## src/rtl/seq_restoring_divider_16by8.sv

```systemverilog
// Sequential restoring divider: 16-bit unsigned dividend / 8-bit unsigned divisor,
// one quotient bit per cycle, valid/ready handshakes on both sides.
module seq_restoring_divider_16by8 #(
    parameter int DIVIDEND_W = 16,
    parameter int DIVISOR_W  = 8
) (
    input  logic                  clk,
    input  logic                  rst_n,
    input  logic                  in_valid,
    output logic                  in_ready,
    input  logic [DIVIDEND_W-1:0] dividend,
    input  logic [DIVISOR_W-1:0]  divisor,
    output logic                  out_valid,
    input  logic                  out_ready,
    output logic [DIVISOR_W-1:0]  quotient,
    output logic [DIVISOR_W-1:0]  remainder,
    output logic                  err_div0,
    output logic                  err_ovf
);

    localparam int Q_W   = DIVISOR_W;
    localparam int CNT_W = $clog2(Q_W + 1);

    typedef enum logic [1:0] {IDLE, BUSY, DONE} state_t;

    state_t                 state, state_nxt;
    logic [DIVISOR_W-1:0]   rem_acc;
    logic [Q_W-1:0]         shf;
    logic [CNT_W-1:0]       cnt;
    logic [DIVISOR_W-1:0]   dvsr;
    logic                   pend_div0, pend_ovf;

    logic [DIVISOR_W-1:0]   dividend_hi;
    logic                   is_div0, is_ovf;
    logic [DIVISOR_W:0]     trial;
    logic                   trial_ge;
    logic [DIVISOR_W-1:0]   rem_step;
    logic [Q_W-1:0]         shf_step;
    logic                   last_step;

    assign dividend_hi = dividend[DIVIDEND_W-1:DIVISOR_W];
    assign is_div0     = (divisor == '0);
    assign is_ovf      = (dividend_hi >= divisor);

    // Trial compare is DIVISOR_W+1 bits wide; the difference always fits in
    // DIVISOR_W bits because it is strictly less than the divisor.
    assign trial     = {rem_acc, shf[Q_W-1]};
    assign trial_ge  = (trial >= {1'b0, dvsr});
    assign rem_step  = trial_ge ? (trial[DIVISOR_W-1:0] - dvsr) : trial[DIVISOR_W-1:0];
    assign shf_step  = {shf[Q_W-2:0], trial_ge};
    assign last_step = (cnt == CNT_W'(1));

    // NOTE: state is updated with non-blocking assignments so every flop samples
    // pre-edge values; blocking here would create order-dependent simulation.
    always_ff @(posedge clk) begin
        if (!rst_n) state <= IDLE;
        else        state <= state_nxt;
    end

    // NOTE: state_nxt gets a default before the case so no path leaves it
    // unassigned, which would otherwise infer a latch.
    always_comb begin
        state_nxt = state;
        case (state)
            IDLE:    if (in_valid)  state_nxt = BUSY;
            BUSY:    if (last_step) state_nxt = DONE;
            DONE:    if (out_ready) state_nxt = IDLE;
            default:                state_nxt = IDLE;
        endcase
    end

    always_comb begin
        in_ready  = (state == IDLE);
        out_valid = (state == DONE);
    end

    // Error cases pass through BUSY for a single cycle so they report one edge
    // after accept; the low dividend byte waits in shf as the remainder.
    always_ff @(posedge clk) begin
        if (!rst_n) begin
            rem_acc   <= '0;
            shf       <= '0;
            cnt       <= '0;
            dvsr      <= '0;
            pend_div0 <= 1'b0;
            pend_ovf  <= 1'b0;
            quotient  <= '0;
            remainder <= '0;
            err_div0  <= 1'b0;
            err_ovf   <= 1'b0;
        end else begin
            case (state)
                IDLE: begin
                    if (in_valid) begin
                        dvsr      <= divisor;
                        rem_acc   <= dividend_hi;
                        shf       <= dividend[DIVISOR_W-1:0];
                        pend_div0 <= is_div0;
                        pend_ovf  <= !is_div0 && is_ovf;
                        cnt       <= (is_div0 || is_ovf) ? CNT_W'(1) : CNT_W'(Q_W);
                    end
                end
                BUSY: begin
                    cnt <= cnt - CNT_W'(1);
                    if (pend_div0 || pend_ovf) begin
                        quotient  <= '1;
                        remainder <= shf;
                        err_div0  <= pend_div0;
                        err_ovf   <= pend_ovf;
                    end else begin
                        rem_acc <= rem_step;
                        shf     <= shf_step;
                        if (last_step) begin
                            quotient  <= shf_step;
                            remainder <= rem_step;
                        end
                    end
                end
                DONE: begin
                    if (out_ready) begin
                        err_div0 <= 1'b0;
                        err_ovf  <= 1'b0;
                    end
                end
                default: ;
            endcase
        end
    end

endmodule

```

## config.mk

```make
export PLATFORM = sky130hd
export DESIGN_NAME = seq_restoring_divider_16by8
export DESIGN_NICKNAME = d
export VERILOG_FILES = /design/src/rtl/seq_restoring_divider_16by8.sv
export SDC_FILE = /design/constraint.sdc
export NUM_CORES = 1
export LEC_CHECK = 0
export ABC_AREA = 1
export BUFFER_PORTS_ARGS = -buffer_cell sky130_fd_sc_hd__buf_2
export CAP_MARGIN = 0
export CELL_PAD_IN_SITES_DETAIL_PLACEMENT = 1
export CELL_PAD_IN_SITES_GLOBAL_PLACEMENT = 2
export CORE_ASPECT_RATIO = 1.75
export CORE_MARGIN = 5
export CORE_UTILIZATION = 30
export CTS_CLUSTER_DIAMETER = 200
export CTS_CLUSTER_SIZE = 14
export DETAILED_ROUTE_END_ITERATION = 7
export PLACE_DENSITY = 0.79
export SLEW_MARGIN = 20
export SYNTH_ARGS = -nofsm -noshare
export SYNTH_HDL_FRONTEND = slang
export SYNTH_SLANG_ARGS = --single-unit
```

## constraint.sdc

```tcl
create_clock -name clk -period 4 [get_ports clk]
set_input_delay 0.2 -clock clk [delete_from_list [all_inputs] [get_ports clk]]
set_output_delay 0.2 -clock clk [all_outputs]
set_load 0.01 [all_outputs]
```

==> results of run 1 <==
-- power breakdown --
| group | total [mW] | internal (mW) | switching [mW] |
|---|---|---|---|
| sequential | 0.606 | 0.557 | 0.0489 |
| clock | 0.486 | 0.296 | 0.191 |
| combinational | 0.591 | 0.199 | 0.392 |
-- flip-flops by register name, summed over array words and instances, names as in the netlist --
register,count
quotient,8
shf,8
cnt,4
pend_ovf,1
rem_acc,8
err_div0,1
remainder,8
pend_div0,1
dvsr,8
state,2
err_ovf,1
-- tightest hold or removal path, stage by stage --
cell     delay [ns]
buf_2          0.09
nand2_1        0.05
a31oi_1        0.07
-- final cells by class --
class / count / area, µm² / area share
clock buffer: 6 / 129 / 0.0384
clock inverter: 2 / 37.5 / 0.0112
inverter: 47 / 179 / 0.0533
multi-input combinational: 311 / 1620 / 0.483
sequential: 50 / 1000 / 0.298
tap: 122 / 153 / 0.0455
timing repair buffer: 47 / 235 / 0.0701
-- synthesized netlist by cell type (2+ instances only) --
cell / n
a21oi_1: 63
a31oi_1: 7
buf_2: 4
clkbuf_1: 7
dfxtp_1: 50
ha_1: 18
inv_1: 39
inv_2: 6
nand2_1: 107
nand2_2: 3
nand3_1: 23
nand4_1: 5
nor2_1: 34
nor2_2: 2
nor2_4: 2
nor3_1: 4
o21ai_0: 29
o21ai_1: 2
xnor2_1: 3
xor2_1: 2
-- stage by stage --
step / util / setup WS, ns / instance area (µm²) / power [mW]
3_5_place_dp: 0.339 / 1.77 / 3190 / 1.21
2_1_floorplan: - / 2.31 / 2860 / 1.03
4_1_cts: 0.357 / 1.75 / 3360 / 1.71
5_1_grt: 0.357 / 1.48 / 3360 / 1.81
3_3_place_gp: 0.339 / 1.78 / 3190 / 1.20
6_report: 0.357 / 1.79 / 3360 / 1.68
-- cell families after synthesis --
family / count (synthesis) / synth area share
compound gates: 103 / 0.188
xor+xnor: 5 / 0.0153
fa+ha+maj: 19 / 0.0857
buf+inv: 60 / 0.0839
flops: 50 / 0.350
simple gates: 184 / 0.278
-- layer usage --
layer | up-vias | wire length [µm] | GRT usage | share of wire
met5 | - | 0 | 0 | 0
met4 | 0 | 444 | 0.0890 | 0.048
met3 | 21 | 172 | 0.0231 | 0.018
met2 | 42 | 5340 | 0.332 | 0.57
met1 | 1356 | 3390 | 0.156 | 0.36
li1 | 1463 | - | - | -
-- worst min path at each step --
stage	from	endpoint	slack [ns]
2_1_floorplan	dividend[1]	shf[1]	0.36
3_3_place_gp	quotient[2]	quotient[2]	0.45
3_5_place_dp	dvsr[3]	dvsr[3]	0.45
4_1_cts	dividend[7]	shf[7]	0.16
5_1_grt	dividend[2]	shf[2]	0.18
6_report	dividend[7]	shf[7]	0.18
==> flow_metrics.py, run 1 <==
metrics = {
    "run_status": {
        "status": "finished, final reports clean",
    },
    "grt": {
        "grt_start_max_net_pins": 29,
        "antenna_found_initial": 0,
        "grt.total_usage": 0.166,
        "overflow": 0,
        "first_global_vias": 3137,
        "grt_pass1_wl_mm": 15.4,
    },
    "sta": {
        "max_freq_mhz": 452,
        "finalSetupViolCount": 0,
        "min_period_over_period": 0.553,
        "max_slew.worst_pin.slew_ns": 0.847,
        "clock_skew_ns": 0.00375,
        "hold_slack_ns": 0.176,
        "tns_ns": 0,
        "rsz0062_at_grt": "no",
        "timing.slew.headroom": 0.434,
        "maxSlewViolCount": 0,
        "period_needed_ns": 2.21,
        "hold_viol": 0,
    },
    "route": {
        "first_pass_iters": 4,
        "drtAntennaViolNets": 0,
        "drt_iter0_markers": 64,
        "vias_per_cell": 4.93,
        "vias": 2882,
        "wl_per_cell_um": 16.0,
        "drcViolationCount": 0,
        "drt_wl_total_mm": 9.34,
    },
    "finish": {
        "fill_cells": 1251,
        "nets": 509,
        "final_cell_mix": "nand2_1 (107), a21oi_1 (63), dfxtp_1 (50)",
        "final_common_cell": "nand2_1",
        "area_growth_pct": 17.2,
        "drive_gt1_frac": 0.156,
        "diodes": 0,
        "instances_no_fill": 585,
    },
    "cts": {
        "cts_buffers": 5,
        "ctsHoldBuffers": 0,
        "root_buffer": "clkbuf_16",
        "worstSkewPairLatency_ns": 0.29,
        "cts.path.max_buffers": 2,
        "clkTransAtPathRegs_ns": 0.07,
        "cts_tree": "done",
        "cts_resized": 0,
        "htreeDepth": 2,
        "clkSinkCount": 50,
        "cts_setup_buffers": 0,
    },
    "synth": {
        "synth_nets": 468,
        "ys.flop_type": "dfxtp_1",
        "synthDistinctLibCells": 31,
        "ys_warn_count": 0,
        "synth-seq-cells": 50,
        "synth_top_area_frac": 0.350,
        "synth_top_area_cell": "dfxtp_1",
        "synthTopCellsByArea": "dfxtp_1 (35%), nand2_1 (14%), a21oi_1 (11%)",
        "synth-edff-count": 0,
        "seq_area_frac_synth": 0.350,
        "synth_cells": 421,
        "async_reset_ff_frac": 0,
        "syn_avg_cell_area_um2": 6.80,
        "syn_area_um2": 2860,
    },
    "setup_path": {
        "critPathLaunch": "state[0]",
        "cp.arrival_ns": 2.43,
        "crit_path_top_delay_cell": "nand2_1",
        "timing.rr.start": "state[0]",
        "crit_cells": 7,
        "cp-end-kind": "flip-flop",
        "crit_type": "reg -> reg",
        "reg2reg_depth": 7,
        "cp.required_ns": 4.22,
        "crit_path_max_incr_delay_ns": 0.51,
        "crit_buf_inv": 1,
        "cp_top_family": "simple AND/OR/NAND/NOR gates",
        "path_cells": "nor2_1 > nand2_1 > o21ai_4 > inv_2 > nor2_1 > nand2_1 > a21oi_1",
        "cp-endpoint": "rem_acc[6]",
        "r2r_slack_ns": 1.79,
        "reg2reg_to": "rem_acc[6]",
        "critPathMaxFanout": 21,
        "start_kind": "flip-flop",
    },
    "placed_design": {
        "numPortBuffers": 47,
        "place_congestion": 0.846,
        "dp_cells": 577,
        "hpwl_mm": 7.45,
    },
    "floorplanning": {
        "start_util": 0.304,
        "rows": 47,
        "die_y_um": 139,
        "ios": 48,
        "fp.dieW_um": 83.8,
        "coreArea_um2": 9410,
        "dieArea_um2": 11700,
    },
    "worst_hold_path": {
        "min_path_type": "in -> reg",
        "whs_path_depth": 3,
    },
    "power_and_ir_drop": {
        "p_leak_nw": 1.58,
        "p_per_area_nw_per_um2": 502,
        "irDropWorstVdd_mv": 0.270,
    },
    "job": {
        "cap_viol_max_count": 0,
    },
}
Note: power is estimated with default switching activity, not from simulation.
==> run 2, diff against run 1 <==
Settings changed: ABC_AREA 1 to 0, PLACE_DENSITY 0.79 to 0.74.
Clock period 4 ns to 2.2 ns, I/O delays scaled along.
==> flow_metrics.py, run 2 <==
metrics = {
    "floorplanning": {
        "start_util": 0.304,
        "dieArea_um2": 11600,
        "coreArea_um2": 9350,
        "rows": 47,
        "ios": 48,
        "fp.dieW_um": 83.6,
        "die_y_um": 139,
    },
    "cts": {
        "cts_tree": "done",
        "clkSinkCount": 50,
        "root_buffer": "clkbuf_16",
        "cts.path.max_buffers": 2,
        "cts_buffers": 5,
        "htreeDepth": 2,
        "clkTransAtPathRegs_ns": 0.07,
        "worstSkewPairLatency_ns": 0.29,
    },
    "finish": {
        "area_growth_pct": 23.1,
        "final_common_cell": "dfxtp_1",
        "nets": 454,
        "fill_cells": 1142,
        "diodes": 0,
        "final_cell_mix": "dfxtp_1 (50), nand2_1 (47), buf_2 (47)",
        "drive_gt1_frac": 0.230,
        "instances_no_fill": 530,
        "fin_area_um2": 3500,
    },
    "placed_design": {
        "place_congestion": 0.774,
        "placed_area_um2": 3300,
        "numPortBuffers": 47,
        "hpwl_mm": 7.64,
        "dp_cells": 521,
    },
    "route": {
        "vias_per_cell": 5.27,
        "drcViolationCount": 0,
        "first_pass_iters": 4,
        "wl_per_cell_um": 18.0,
        "drtAntennaViolNets": 0,
        "wl_met1_mm": 3.66,
        "wl_met2_mm": 5.29,
        "drt_wl_total_mm": 9.54,
        "top_layer": "met4",
        "drt_iter0_markers": 111,
        "wl_met3_um": 207,
        "vias": 2791,
    },
    "synth": {
        "seq_area_frac_synth": 0.352,
        "synthTopCellsByArea": "dfxtp_1 (35%), ha_1 (7.9%), a21oi_1 (6.7%)",
        "synth_top_area_frac": 0.352,
        "synth_cells": 350,
        "synth_nets": 397,
        "ys_warn_count": 0,
        "synth-seq-cells": 50,
        "synth_top_area_cell": "dfxtp_1",
        "yosys-top-cells-count": "dfxtp_1 (50), nand2_1 (47), a21oi_1 (38), nor2_1 (30), inv_1 (22)",
        "ys.flop_type": "dfxtp_1",
        "yosysMostFrequentCell": "dfxtp_1",
        "syn_area_um2": 2850,
        "async_reset_ff_frac": 0,
        "syn_avg_cell_area_um2": 8.13,
        "synthDistinctLibCells": 57,
        "synth-edff-count": 0,
    },
    "sta": {
        "period_needed_ns": 2.17,
        "max_slew.worst_pin.slew_ns": 0.611,
        "tns_ns": 0,
        "rsz0062_at_grt": "yes",
        "clock_skew_ns": 0.00612,
        "max_freq_mhz": 460,
        "finalSetupViolCount": 0,
        "maxSlewViolCount": 0,
        "hold_viol": 0,
        "timing.slew.headroom": 0.592,
        "min_period_over_period": 0.988,
    },
    "setup_path": {
        "crit_top_cell": "o21a_1",
        "path_cells": "ha_1 > buf_4 > o21a_1 > a21boi_2 > o21a_1 > or3_1 > a32oi_2 > a21oi_1",
        "crit_path_top_delay_cell": "dfxtp_1",
        "critPathMaxFanout": 5,
        "start_kind": "flip-flop",
        "reg2reg_to": "rem_acc[6]",
        "cp.arrival_ns": 2.34,
        "cp.required_ns": 2.36,
        "cp-end-kind": "flip-flop",
        "critPathLaunch": "rem_acc[3]",
        "timing.rr.start": "rem_acc[3]",
        "crit_path_max_incr_delay_ns": 0.42,
        "r2r_slack_ns": 0.03,
        "reg2reg_depth": 8,
        "crit_type": "reg -> reg",
    },
    "worst_hold_path": {
        "whs_endpoint": "dvsr[7]",
        "worstHoldStart": "divisor[7]",
        "whs_path_depth": 3,
        "min_path_type": "in -> reg",
    },
    "power_and_ir_drop": {
        "p_leak_nw": 1.52,
        "irDropWorstVdd_mv": 0.507,
        "p_per_area_nw_per_um2": 853,
    },
    "grt": {
        "grt.total_usage": 0.163,
        "antenna_found_initial": 0,
        "grt_start_max_net_pins": 24,
        "grt_pass1_wl_mm": 15.1,
        "first_global_vias": 2947,
        "overflow": 0,
    },
    "run_status": {
        "status": "finished, final reports clean",
    },
    "job": {
        "cap_viol_max_count": 0,
    },
}
run 2: cell types whose count changed in the layout (fill, tap and decap cells not counted), moves of 9 or more:
cell and delta:
a21oi_1 -25, buf_4 +22, inv_1 -17, mux2i_1 +9, nand2_1 -60, nand3_1 -20, o21ai_0 -22
run 2: worst max-delay path by stage:
stage	to	slack (ns)	cells after the start
floorplan	rem_acc[1]	0.17	8
global placement	rem_acc[6]	-0.19	9
detailed placement	rem_acc[6]	-0.23	9
CTS	rem_acc[6]	0.02	8
global route	rem_acc[6]	-0.06	9
finish	rem_acc[6]	0.03	8
run 2: critical path: cells and delay by family, from the launching register on:
kind            cells  cell delay (ns)
compound gates      5             0.88
simple gates        1             0.32
fa+ha+maj           1             0.27
buf+inv             1             0.16
flops               1             0.42
run 2: metrics by stage:
step / hold WS (ns) / power [mW] / setup WS, ns / utilization
global route: 0.0616 / 3.17 / -0.0602 / 0.375
CTS: 0.0634 / 2.96 / 0.0197 / 0.371
detailed placement: 0.377 / 2.13 / -0.234 / 0.353
global placement: 0.375 / 2.11 / -0.188 / 0.353
floorplan: 0.246 / 1.79 / 0.175 / -
finish: 0.0658 / 2.99 / 0.0274 / 0.375
run 2: what timing repair did:
| item | 4_1_cts | 5_1_grt |
|---|---|---|
| pin swaps | 1 | 0 |
| endpoints found under the setup margin | 2 | 8 |
| buffers inserted | 0 | 1 |
| resized for setup | 3 | 5 |
| hold buffers | 0 | 0 |
| hold endpoints to repair | 0 | 0 |
run 2: kinds of logic after synthesis:
kind of cell               count (synthesis)  share of synthesized area
adders and majority gates                 19                     0.0862
DFF                                       50                      0.352
muxes                                     10                     0.0352
and+or+nand+nor                          119                      0.196
buffers and inverters                     41                     0.0607
AOI/OAI and AO/OA                        106                      0.255
xor gates and xnor gates                   5                     0.0154
run 2: layout make-up:
cell class                 instances  area [µm²]  share of cell area
clock buffer                       6         139              0.0396
clock inverter                     2        12.5             0.00357
inverter                          22        82.6              0.0236
multi-input combinational        259        1720               0.490
sequential                        50        1000               0.286
tap                              122         153              0.0436
timing repair buffer              69         400               0.114
run 2: routing by layer:
| metal | vias to the layer above | GRT usage |
|---|---|---|
| met5 | - | 0 |
| met4 | 0 | 0.0822 |
| met3 | 19 | 0.0226 |
| met2 | 44 | 0.311 |
| met1 | 1350 | 0.168 |
| li1 | 1378 | - |
run 2: power breakdown:
part / switching [mW] / internal [mW] / total (mW) / leakage (nW)
clock network: 0.359 / 0.451 / 0.810 / 0.0729
registers: 0.0914 / 0.992 / 1.08 / 0.410
logic: 0.617 / 0.479 / 1.10 / 1.04
total: 1.07 / 1.92 / 2.99 / 1.52
